===== src/rtl/result_capture_pkg.sv =====
// Shared types and default sizing for the result_capture block.
package result_capture_pkg;

  localparam int DEPTH_DEF = 8;
  localparam int NSAMP_DEF = 16;
  localparam int CNT_W_DEF = 8;

  typedef enum logic [1:0] {
    IDLE    = 2'd0,
    CAPTURE = 2'd1,
    DRAIN   = 2'd2,
    DONE    = 2'd3
  } state_e;

endpackage


===== src/rtl/result_capture_fifo.sv =====
// result_fifo: synchronous FIFO with wrap-bit pointers; the head is read combinationally.
module result_fifo #(
  parameter int DEPTH = 8,
  parameter int WIDTH = 2
) (
  input  logic                     clk,
  input  logic                     rst_n,
  input  logic                     push_i,
  input  logic                     pop_i,
  input  logic [WIDTH-1:0]         data_i,
  output logic                     full_o,
  output logic                     empty_o,
  output logic [WIDTH-1:0]         head_o,
  output logic [$clog2(DEPTH):0]   count_o
);

  localparam int AW = $clog2(DEPTH);

  logic [WIDTH-1:0] mem_q [DEPTH];
  logic [AW:0]      wr_q, wr_d;
  logic [AW:0]      rd_q, rd_d;
  logic             do_push, do_pop;

  assign full_o  = (wr_q[AW] != rd_q[AW]) && (wr_q[AW-1:0] == rd_q[AW-1:0]);
  assign empty_o = (wr_q == rd_q);
  assign head_o  = mem_q[rd_q[AW-1:0]];
  assign count_o = wr_q - rd_q;

  // A push into a full FIFO is only legal when the head leaves on the same edge.
  assign do_push = push_i && (!full_o || pop_i);
  assign do_pop  = pop_i && !empty_o;

  always_comb begin
    wr_d = wr_q;
    rd_d = rd_q;
    if (do_push) wr_d = wr_q + (AW + 1)'(1);
    if (do_pop)  rd_d = rd_q + (AW + 1)'(1);
  end

  always_ff @(posedge clk or negedge rst_n) begin
    if (!rst_n) begin
      wr_q <= '0;
      rd_q <= '0;
    end else begin
      wr_q <= wr_d;
      rd_q <= rd_d;
    end
  end

  always_ff @(posedge clk) begin
    if (do_push) mem_q[wr_q[AW-1:0]] <= data_i;
  end

endmodule


===== src/rtl/result_capture.sv =====
// result_capture: runs of NSAMP {f1,f2} samples are queued for a consumer while f2 statistics accumulate.
// Defining RESULT_CAPTURE_EDGE_EN adds the edge_count port and its f2 rising-edge counter.
module result_capture
  import result_capture_pkg::*;
#(
  parameter int DEPTH = DEPTH_DEF,
  parameter int NSAMP = NSAMP_DEF,
  parameter int CNT_W = CNT_W_DEF
) (
  input  logic             clk,
  input  logic             rst_n,
  input  logic             start,
  input  logic             in_valid,
  input  logic             f1,
  input  logic             f2,
  output logic             out_valid,
  input  logic             out_ready,
  output logic [1:0]       out_data,
  output logic             busy,
  output logic             done,
  output logic [CNT_W-1:0] f2_count,
  output logic             overflow
`ifdef RESULT_CAPTURE_EDGE_EN
  ,
  output logic [CNT_W-1:0] edge_count
`endif
);

  localparam int               AW        = $clog2(DEPTH);
  localparam logic [7:0]       LAST_SAMP = 8'(NSAMP - 1);
  localparam logic [CNT_W-1:0] CNT_MAX   = '1;

  state_e           state_q, state_d;
  logic [7:0]       samp_q, samp_d;
  logic [CNT_W-1:0] f2cnt_q, f2cnt_d;
  logic             ovf_q, ovf_d;
`ifdef RESULT_CAPTURE_EDGE_EN
  logic             prev_q, prev_d;
  logic [CNT_W-1:0] edge_q, edge_d;
`endif

  logic             sample, push, pop, full, empty;
  logic [1:0]       head;
  logic [AW:0]      count;

  assign pop    = out_valid && out_ready;
  assign sample = (state_q == CAPTURE) && in_valid;
  assign push   = sample && (!full || pop);

  result_fifo #(
    .DEPTH(DEPTH),
    .WIDTH(2)
  ) u_fifo (
    .clk    (clk),
    .rst_n  (rst_n),
    .push_i (push),
    .pop_i  (pop),
    .data_i ({f1, f2}),
    .full_o (full),
    .empty_o(empty),
    .head_o (head),
    .count_o(count)
  );

  always_comb begin
    state_d = state_q;
    samp_d  = samp_q;
    f2cnt_d = f2cnt_q;
    ovf_d   = ovf_q;
`ifdef RESULT_CAPTURE_EDGE_EN
    prev_d  = prev_q;
    edge_d  = edge_q;
`endif
    unique case (state_q)
      IDLE: begin
        if (start) begin
          state_d = CAPTURE;
          samp_d  = '0;
          f2cnt_d = '0;
          ovf_d   = 1'b0;
`ifdef RESULT_CAPTURE_EDGE_EN
          prev_d  = 1'b0;
          edge_d  = '0;
`endif
        end
      end
      CAPTURE: begin
        if (sample) begin
          samp_d = samp_q + 8'd1;
          if (f2 && f2cnt_q != CNT_MAX) f2cnt_d = f2cnt_q + CNT_W'(1);
          if (!push) ovf_d = 1'b1;
`ifdef RESULT_CAPTURE_EDGE_EN
          prev_d = f2;
          if (f2 && !prev_q && edge_q != CNT_MAX) edge_d = edge_q + CNT_W'(1);
`endif
          if (samp_q == LAST_SAMP) state_d = DRAIN;
        end
      end
      // A pop that takes the last entry counts as empty on this edge.
      DRAIN: begin
        if (empty || (pop && count == (AW + 1)'(1))) state_d = DONE;
      end
      DONE: state_d = IDLE;
      default: state_d = IDLE;
    endcase
  end

  always_ff @(posedge clk or negedge rst_n) begin
    if (!rst_n) begin
      state_q <= IDLE;
      samp_q  <= '0;
      f2cnt_q <= '0;
      ovf_q   <= 1'b0;
`ifdef RESULT_CAPTURE_EDGE_EN
      prev_q  <= 1'b0;
      edge_q  <= '0;
`endif
    end else begin
      state_q <= state_d;
      samp_q  <= samp_d;
      f2cnt_q <= f2cnt_d;
      ovf_q   <= ovf_d;
`ifdef RESULT_CAPTURE_EDGE_EN
      prev_q  <= prev_d;
      edge_q  <= edge_d;
`endif
    end
  end

  assign out_valid = !empty;
  assign out_data  = out_valid ? head : 2'b00;
  assign busy      = (state_q == CAPTURE) || (state_q == DRAIN);
  assign done      = (state_q == DONE);
  assign f2_count  = f2cnt_q;
  assign overflow  = ovf_q;
`ifdef RESULT_CAPTURE_EDGE_EN
  assign edge_count = edge_q;
`endif

endmodule


===== config.mk =====
export PLATFORM = sky130hd
export DESIGN_NAME = result_capture
export DESIGN_NICKNAME = d
export VERILOG_FILES = /design/src/rtl/result_capture_pkg.sv /design/src/rtl/result_capture_fifo.sv /design/src/rtl/result_capture.sv
export SDC_FILE = /design/constraint.sdc
export NUM_CORES = 1
export LEC_CHECK = 0
export ABC_AREA = 0
export CAP_MARGIN = 20
export CORE_ASPECT_RATIO = 1.5
export CORE_MARGIN = 4
export CORE_UTILIZATION = 55
export DETAILED_ROUTE_END_ITERATION = 10
export PLACE_DENSITY = 0.89
export SETUP_SLACK_MARGIN = 0.1
export SLEW_MARGIN = 0
export SYNTH_ARGS = -nofsm -noshare
export SYNTH_HDL_FRONTEND = slang
export SYNTH_SLANG_ARGS = --single-unit

===== constraint.sdc =====
create_clock -name clk -period 2.5 [get_ports clk]
set_input_delay 0.375 -clock clk [delete_from_list [all_inputs] [get_ports clk]]
set_output_delay 0.375 -clock clk [all_outputs]
set_load 0.01 [all_outputs]

==> results of run 1 <==
flip-flops by register name, summed over array words and instances (netlist names):
register,count
u_fifo.mem_q,16
f2_count,8
samp_q,8
u_fifo.rd_q,4
u_fifo.wr_q,4
state_q,2
overflow,1
cell usage after synthesis (2+ instances only):
cell | count | area, um2
dfrtp_1 | 27 | 675.7
nor2_1 | 19 | 71.32
nand2_1 | 18 | 67.56
nand3_1 | 17 | 85.08
edfxtp_1 | 16 | 480.5
xnor2_1 | 13 | 113.9
ha_1 | 12 | 150.1
inv_1 | 11 | 41.29
nor3_1 | 8 | 40.04
o21ai_0 | 7 | 35.03
a21oi_1 | 5 | 25.02
a22o_1 | 5 | 43.79
mux4_2 | 4 | 90.09
xor2_1 | 4 | 35.03
mux2i_1 | 3 | 30.03
a211oi_1 | 2 | 15.01
a21o_1 | 2 | 15.01
buf_6 | 2 | 22.52
clkbuf_1 | 2 | 7.510
mux2_2 | 2 | 22.52
nand2b_1 | 2 | 12.51
nor4_1 | 2 | 12.51
kinds of logic (layout without fill, tap and decap cells):
family / after synthesis / in the layout
and+or+nand+nor: 77 / 77
buffers and inverters: 15 / 47
DFF: 43 / 43
xor gates and xnor gates: 17 / 17
adders and majority gates: 13 / 13
muxes: 9 / 9
AOI/OAI and AO/OA: 27 / 27
area by class of cell:
class                   count  area (um2)  share of cell area
flip-flops and latches     43        1160              0.4320
well taps                  45       56.30             0.02097
clock buffers               5       68.82             0.02563
multi-input cells         143        1075              0.4003
clock inverters             3       23.77            0.008854
inverters                  11       41.29             0.01538
repair buffers             28       260.3             0.09692
report_power, final:
group / leakage (nW) / switching, mW / internal, mW
logic: 0.548 / 0.785 / 0.719
clock network: 0.0408 / 0.251 / 0.200
registers: 0.493 / 0.152 / 0.875
metrics by stage:
step | std cells | setup WS (ns)
after CTS | 278 | 0.1025
final | 278 | 0.2904
after global placement | 267 | 0.2992
after detailed placement | 267 | 0.1875
after floorplan | 201 | 0.3999
after global routing | 278 | 0.1468
how the worst min path moves through the flow:
| stage | startpoint | to | slack (ns) | cells after the start |
|---|---|---|---|---|
| 2_1_floorplan | rst_n | f2_count[0] | 0.08 | 0 |
| 3_3_place_gp | u_fifo.wr_q[3] | u_fifo.wr_q[3] | 0.48 | 1 |
| 3_5_place_dp | u_fifo.wr_q[3] | u_fifo.wr_q[3] | 0.49 | 1 |
| 4_1_cts | rst_n | u_fifo.rd_q[0] | 0.47 | 2 |
| 5_1_grt | rst_n | u_fifo.rd_q[0] | 0.48 | 2 |
| 6_report | rst_n | u_fifo.rd_q[0] | 0.45 | 2 |
placed cells by master, fill, tap and decap left out, drive strengths merged, types with 2 or more instances in the layout:
cell | Yosys | final
nand3 | 17 | 17
nor3 | 8 | 8
nand2b | 2 | 2
a21oi | 5 | 5
nor2b | 2 | 2
dfrtp | 27 | 27
a21o | 2 | 2
nor4 | 3 | 3
a22o | 5 | 5
mux2i | 3 | 3
clkbuf | 2 | 5
o21ai | 7 | 7
mux4 | 4 | 4
nor2 | 20 | 20
dlygate4sd2 | 0 | 2
edfxtp | 16 | 16
clkdlybuf4s50 | 0 | 17
xor2 | 4 | 4
nand2 | 18 | 18
mux2 | 2 | 2
inv | 11 | 12
ha | 12 | 12
clkinvlp | 0 | 2
xnor2 | 13 | 13
a211oi | 2 | 2
buf | 2 | 8
metal layers:
metal,vias to the layer above,part of all wire
li1,784,-
met1,796,0.42
met2,28,0.53
met3,8,0.028
met4,0,0.017
met5,-,0
timing repair:
action                                  in CTS  in global routing
pin swaps                                    0                  1
hold buffers                                 0                  0
setup buffers                                3                  0
hold endpoints to repair                     0                  0
gates resized for setup                      7                  3
endpoints found under the setup margin       3                  2
==> run metrics, run 1 <==
CP Capture Type=primary output; chip width=60.57 um; io pins=21; area growth from synthesis to layout=17.78%; Worst-path clk slew=roughly 0.090 ns; Arr. time, crit path=between 1.5 and 2 ns; largest delay contributor family on the critical path=flip-flops; GPL Wtd Cong=slightly below 0.8; CP Data Required Time=approximately 2.1 ns; Setup crit start kind=register; GRT Total Usage=0.1984; Compound-Gate Fraction of Synth Area=0.08507; final setup fails=0; largest stage delay on the critical path=0.50 ns; Final Hold Slack=around 0.45 ns; RSZ-0062 raised after global routing=false; GR Util met2=0.3505; global-route wire length before repair=~7800 um; largest family of logic cells by synthesized area=simple AND/OR/NAND/NOR gates; Via density=5.813; CP max stage cell=dfrtp_1; fin area=~2700 um2; Levels on crit path=5; CTS tree=yes; status=finished clean; fill count=approximately 320; DIE HEIGHT=between 80 and 90 um; fmax=about 0.45 GHz; mux contribution to synthesized area=0.06257; Initial Utilization=0.5759; syn nets=221; Worst-Skew Late Latency=0.30 ns; overall power=a little under 3 mW; post-synthesis xor/xnor area fraction=0.06531; vias post-DR=between 1500 and 2000; max cap viols=0; R2R depth=9; synthesized area=approximately 2300 um2; Peak VDD IR=between 800 and 900 uV; Final Util=0.6783; critical-path cell list=ha_4 > nand3_1 > nor2b_2 > inv_1 > dlygate4sd2_1; sequential area share after synthesis=0.5071; Main synth FF type=dfrtp_1; post-synthesis simple-gate area fraction=0.1740; Worst R2R Setup Slack=0.30 ns; CTS sink count=between 40 and 50; fraction of registers with async set/reset=0.6279; Routed Wire Length=between 4000 and 5000 um; Post-synth EDFFs=16; synthesized area per cell=between 10 and 15 um2; H-tree depth=2; layout cell share with drive strength beyond 1=0.1545; worst rel slew slack=0.6281; worst r2r dst=state_q[1]; pin count of the biggest net entering global routing=28; register bit total from synthesis=43; # DRC=0; Final #Nets=252; Cell Pwr Density=1111 nW/um2; reg2reg start=u_fifo.wr_q[0]; cts bufs inserted=5; crit path to=out_valid; grt met1 use=0.2421; Antenna Cells=0; post-route ant nets=0; grt ovf=0; Hold Path Class=in -> async; Pre-antenna DRT Iters=4; clock skew=about 0.0088 ns; num rows=28; worst slew pin tran=around 0.55 ns; CP bufs+invs=2; routed len/inst=16.29 um; crit path from=u_fifo.wr_q[2]; Crit Path Category=reg -> out; Pins Over Slew Limit=0; LEAKAGE=approximately 1.1 nW; Die Area=about 5300 um2; vias in the first global route=between 1500 and 2000; Core Box Area=just under 4000 um2; Ys Warns=0; placed instance area=about 2500 um2; final hold vios=0; aggregate negative setup slack=0 ns; GR Util met3=0.03264; final worst path period share=0.8838; synthesized-area fraction occupied by adder cells=0.07464; Max Root-Sink Buffers=2; Port-buffer cells=20; DRT iter0 DRCs=40; GR peak layer=met2; Post-DP HPWL=~3300 um; Yosys cell types=40; CP Max Fanout=7; Clk Tree Root Cell=clkbuf_8; Syn Inst Count=around 200; initial antenna violation count=0; Tmin final=approximately 2.2 ns
Note: power is estimated with default switching activity, not from simulation.
==> run 2: changes to the inputs <==
--- a/config.mk
+++ b/config.mk
@@ -8,9 +8,10 @@
 export ABC_AREA = 0
 export CAP_MARGIN = 20
 export CORE_ASPECT_RATIO = 1.5
-export CORE_MARGIN = 4
+export CORE_MARGIN = 10
 export CORE_UTILIZATION = 55
 export DETAILED_ROUTE_END_ITERATION = 10
+export GPL_TIMING_DRIVEN = 0
 export PLACE_DENSITY = 0.89
 export SETUP_SLACK_MARGIN = 0.1
 export SLEW_MARGIN = 0
==> run 2 against run 1 <==
Effect of this change:
- via count rose by 1.1%
- clock skew shrank 0.0012 ns
- clock power up 18%
- die area is 36% higher
- fmax decreased by 3.0%
- design area grew 1.2%
- final cell count stayed put
- sequential power barely moved
- sequential share of layout area fell by 0.45 points
- wire length is 2.5% higher
- largest cell class unchanged
- largest power group unchanged
==> run metrics, run 2 (synthesized netlist as in run 1, its figures left out) <==
status=finished clean; area growth from synthesis to layout=19.16%; aggregate negative setup slack=0 ns (unchanged); DIE HEIGHT=98.85 um (+14%); R2R depth=6 (-3); Int Pwr=1.883 mW (+5.0%); critical-path cell list=inv_1 > ha_4 > nand3_1 > nor2b_2 > inv_1 > dlygate4sd2_1; Die Area=7173 um2 (+36%); num rows=28 (unchanged); GPL Wtd Cong=0.7682 (-2.1%); Finished Layout Cells=278 (unchanged); Clk pwr share=0.173 (+0.022); RSZ-0062 raised after global routing=false; pin count of the biggest net entering global routing=20 (-29%); Port-buffer cells=20 (unchanged); Arr. time, crit path=1.90 ns (+0.07 ns); Worst-path clk slew=0.08 ns (about the same); LEAKAGE=1.087 nW (+0.49%); Antenna Cells=0 (unchanged); Pins Over Slew Limit=0 (unchanged); Routed Wire Length=4643 um (+2.5%); Logic pwr share=0.494 (-0.010); # DRC=0 (unchanged); Via density=5.878 (+1.1%); Hold-fix buffers, CTS=0 (unchanged); clock skew=0.007558 ns (-0.001249 ns); grt ovf=0 (unchanged); Most common cell on crit path=inv_1; Peak VDD IR=877.5 uV (+3.9%); io pins=21 (unchanged); Seq pwr share=0.333 (-0.012); Pre-antenna DRT Iters=4 (unchanged); CTS tree=yes; worst rel slew slack=0.5615 (-0.06669); CP Capture Type=primary output; DRT iter0 DRCs=65 (+63%); Setup crit start kind=register; CP max stage cell=dfrtp_2; vias in the first global route=1709 (+3.0%); Crit Path Category=reg -> out; final hold vios=0 (unchanged); H-tree depth=2 (unchanged); initial antenna violation count=0 (unchanged); Max Root-Sink Buffers=2 (unchanged); reg2reg start=u_fifo.rd_q[2]; Net Sw Frac=0.3870 (-0.01151); chip width=72.57 um (+20%); Final Hold Slack=0.4229 ns (-0.02391 ns); Final Util=0.6801 (+0.001883); worst slew pin tran=0.6518 ns (+0.09912 ns); global-route wire length before repair=7762 um (-0.36%); final worst path period share=0.9109 (+0.02703); routed len/inst=16.70 um (+2.5%); CTS sink count=43 (unchanged); Core Box Area=3994 um2 (+0.88%); post-route ant nets=0 (unchanged); most frequent cells in the layout=dfrtp_1, nor2_1, nand2_1; final setup fails=0 (unchanged); Clk Tree Root Cell=clkbuf_8; layout cell share with drive strength beyond 1=0.1373 (-0.01717); Hold Path Class=in -> async; cts bufs inserted=5 (unchanged); GRT Total Usage=0.1360 (-0.06241); Cell Pwr Density=1131 nW/um2 (+1.8%); final worst slack=0.2228 ns (-0.06757 ns); post-placement worst setup slack=0.1018 ns (-0.08579 ns); Net Sw Power=1.189 mW (about the same); worst r2r dst=u_fifo.mem_q[3][0]; overall power=3.072 mW (+3.0%); CP Data Required Time=2.12 ns (about the same); fill count=309 (-1.9%); Worst R2R Setup Slack=0.26 ns (-0.04 ns); Worst-Skew Late Latency=0.31 ns (about the same); CP Max Fanout=5 (-2); commonest non-fill, non-tap cell in the layout=dfrtp_1; largest stage delay on the critical path=0.42 ns (-0.08 ns); Tmin final=2.277 ns (+0.06757 ns); placed insts=268 (+0.37%); Post-DP HPWL=3513 um (+5.0%); max cap viols=0 (unchanged); fin area=2716 um2 (+1.2%); Initial Utilization=0.5708 (-0.005051); Final #Nets=252 (unchanged); max FFs per register=16 (unchanged); placed instance area=2567 um2 (+0.93%); vias post-DR=1634 (+1.1%); fmax=0.4391 GHz (-3.0%)
-- run 2: worst max-delay path by stage --
stage | startpoint | end
after floorplan | u_fifo.rd_q[1] | u_fifo.mem_q[1][0]
after global placement | u_fifo.rd_q[1] | u_fifo.mem_q[1][1]
after detailed placement | u_fifo.rd_q[0] | out_data[1]
after CTS | u_fifo.rd_q[2] | out_valid
after global routing | u_fifo.rd_q[2] | out_valid
final | u_fifo.rd_q[2] | out_valid
-- run 2: timing repair --
item                       4_1_cts  5_1_grt
buffers inserted                 1        1
gates resized for setup          9        3
hold endpoints to repair         0        0
setup endpoints to repair        3       10
-- run 2: layer usage --
metal,vias to the layer above,track usage,share of wire
met5,-,0,0
li1,785,-,-
met2,36,0.2416,0.56
met3,8,0.05321,0.051
met4,0,0.06891,0.022
met1,805,0.1292,0.37
-- run 2: layout make-up --
type                       instances  area (um2)  area share
buffer                             4       40.04     0.01474
clock buffer                       5       68.82     0.02533
clock inverter                     3       38.79     0.01428
inverter                          11       41.29     0.01520
multi-input combinational        143        1067      0.3929
sequential                        43        1161      0.4275
tap                               45       56.30     0.02073
timing repair buffer              24       242.7     0.08936
-- run 2: power by group through the flow --
stage          Sequential (mW)  Clock, mW  Combinational [mW]
2_1_floorplan             1.02          0                1.02
3_3_place_gp              1.04          0                1.38
3_5_place_dp              1.05          0                1.44
4_1_cts                   1.03      0.540                1.47
5_1_grt                   1.05      0.579                1.68
6_report                  1.02      0.531                1.52
-- run 2: worst max-delay path, delay by kind of cell, from the launching register on --
family	cells	cell delay (ns)
DFF	1	0.42
adders and majority gates	1	0.31
and+or+nand+nor	2	0.34
buffers and inverters	3	0.53
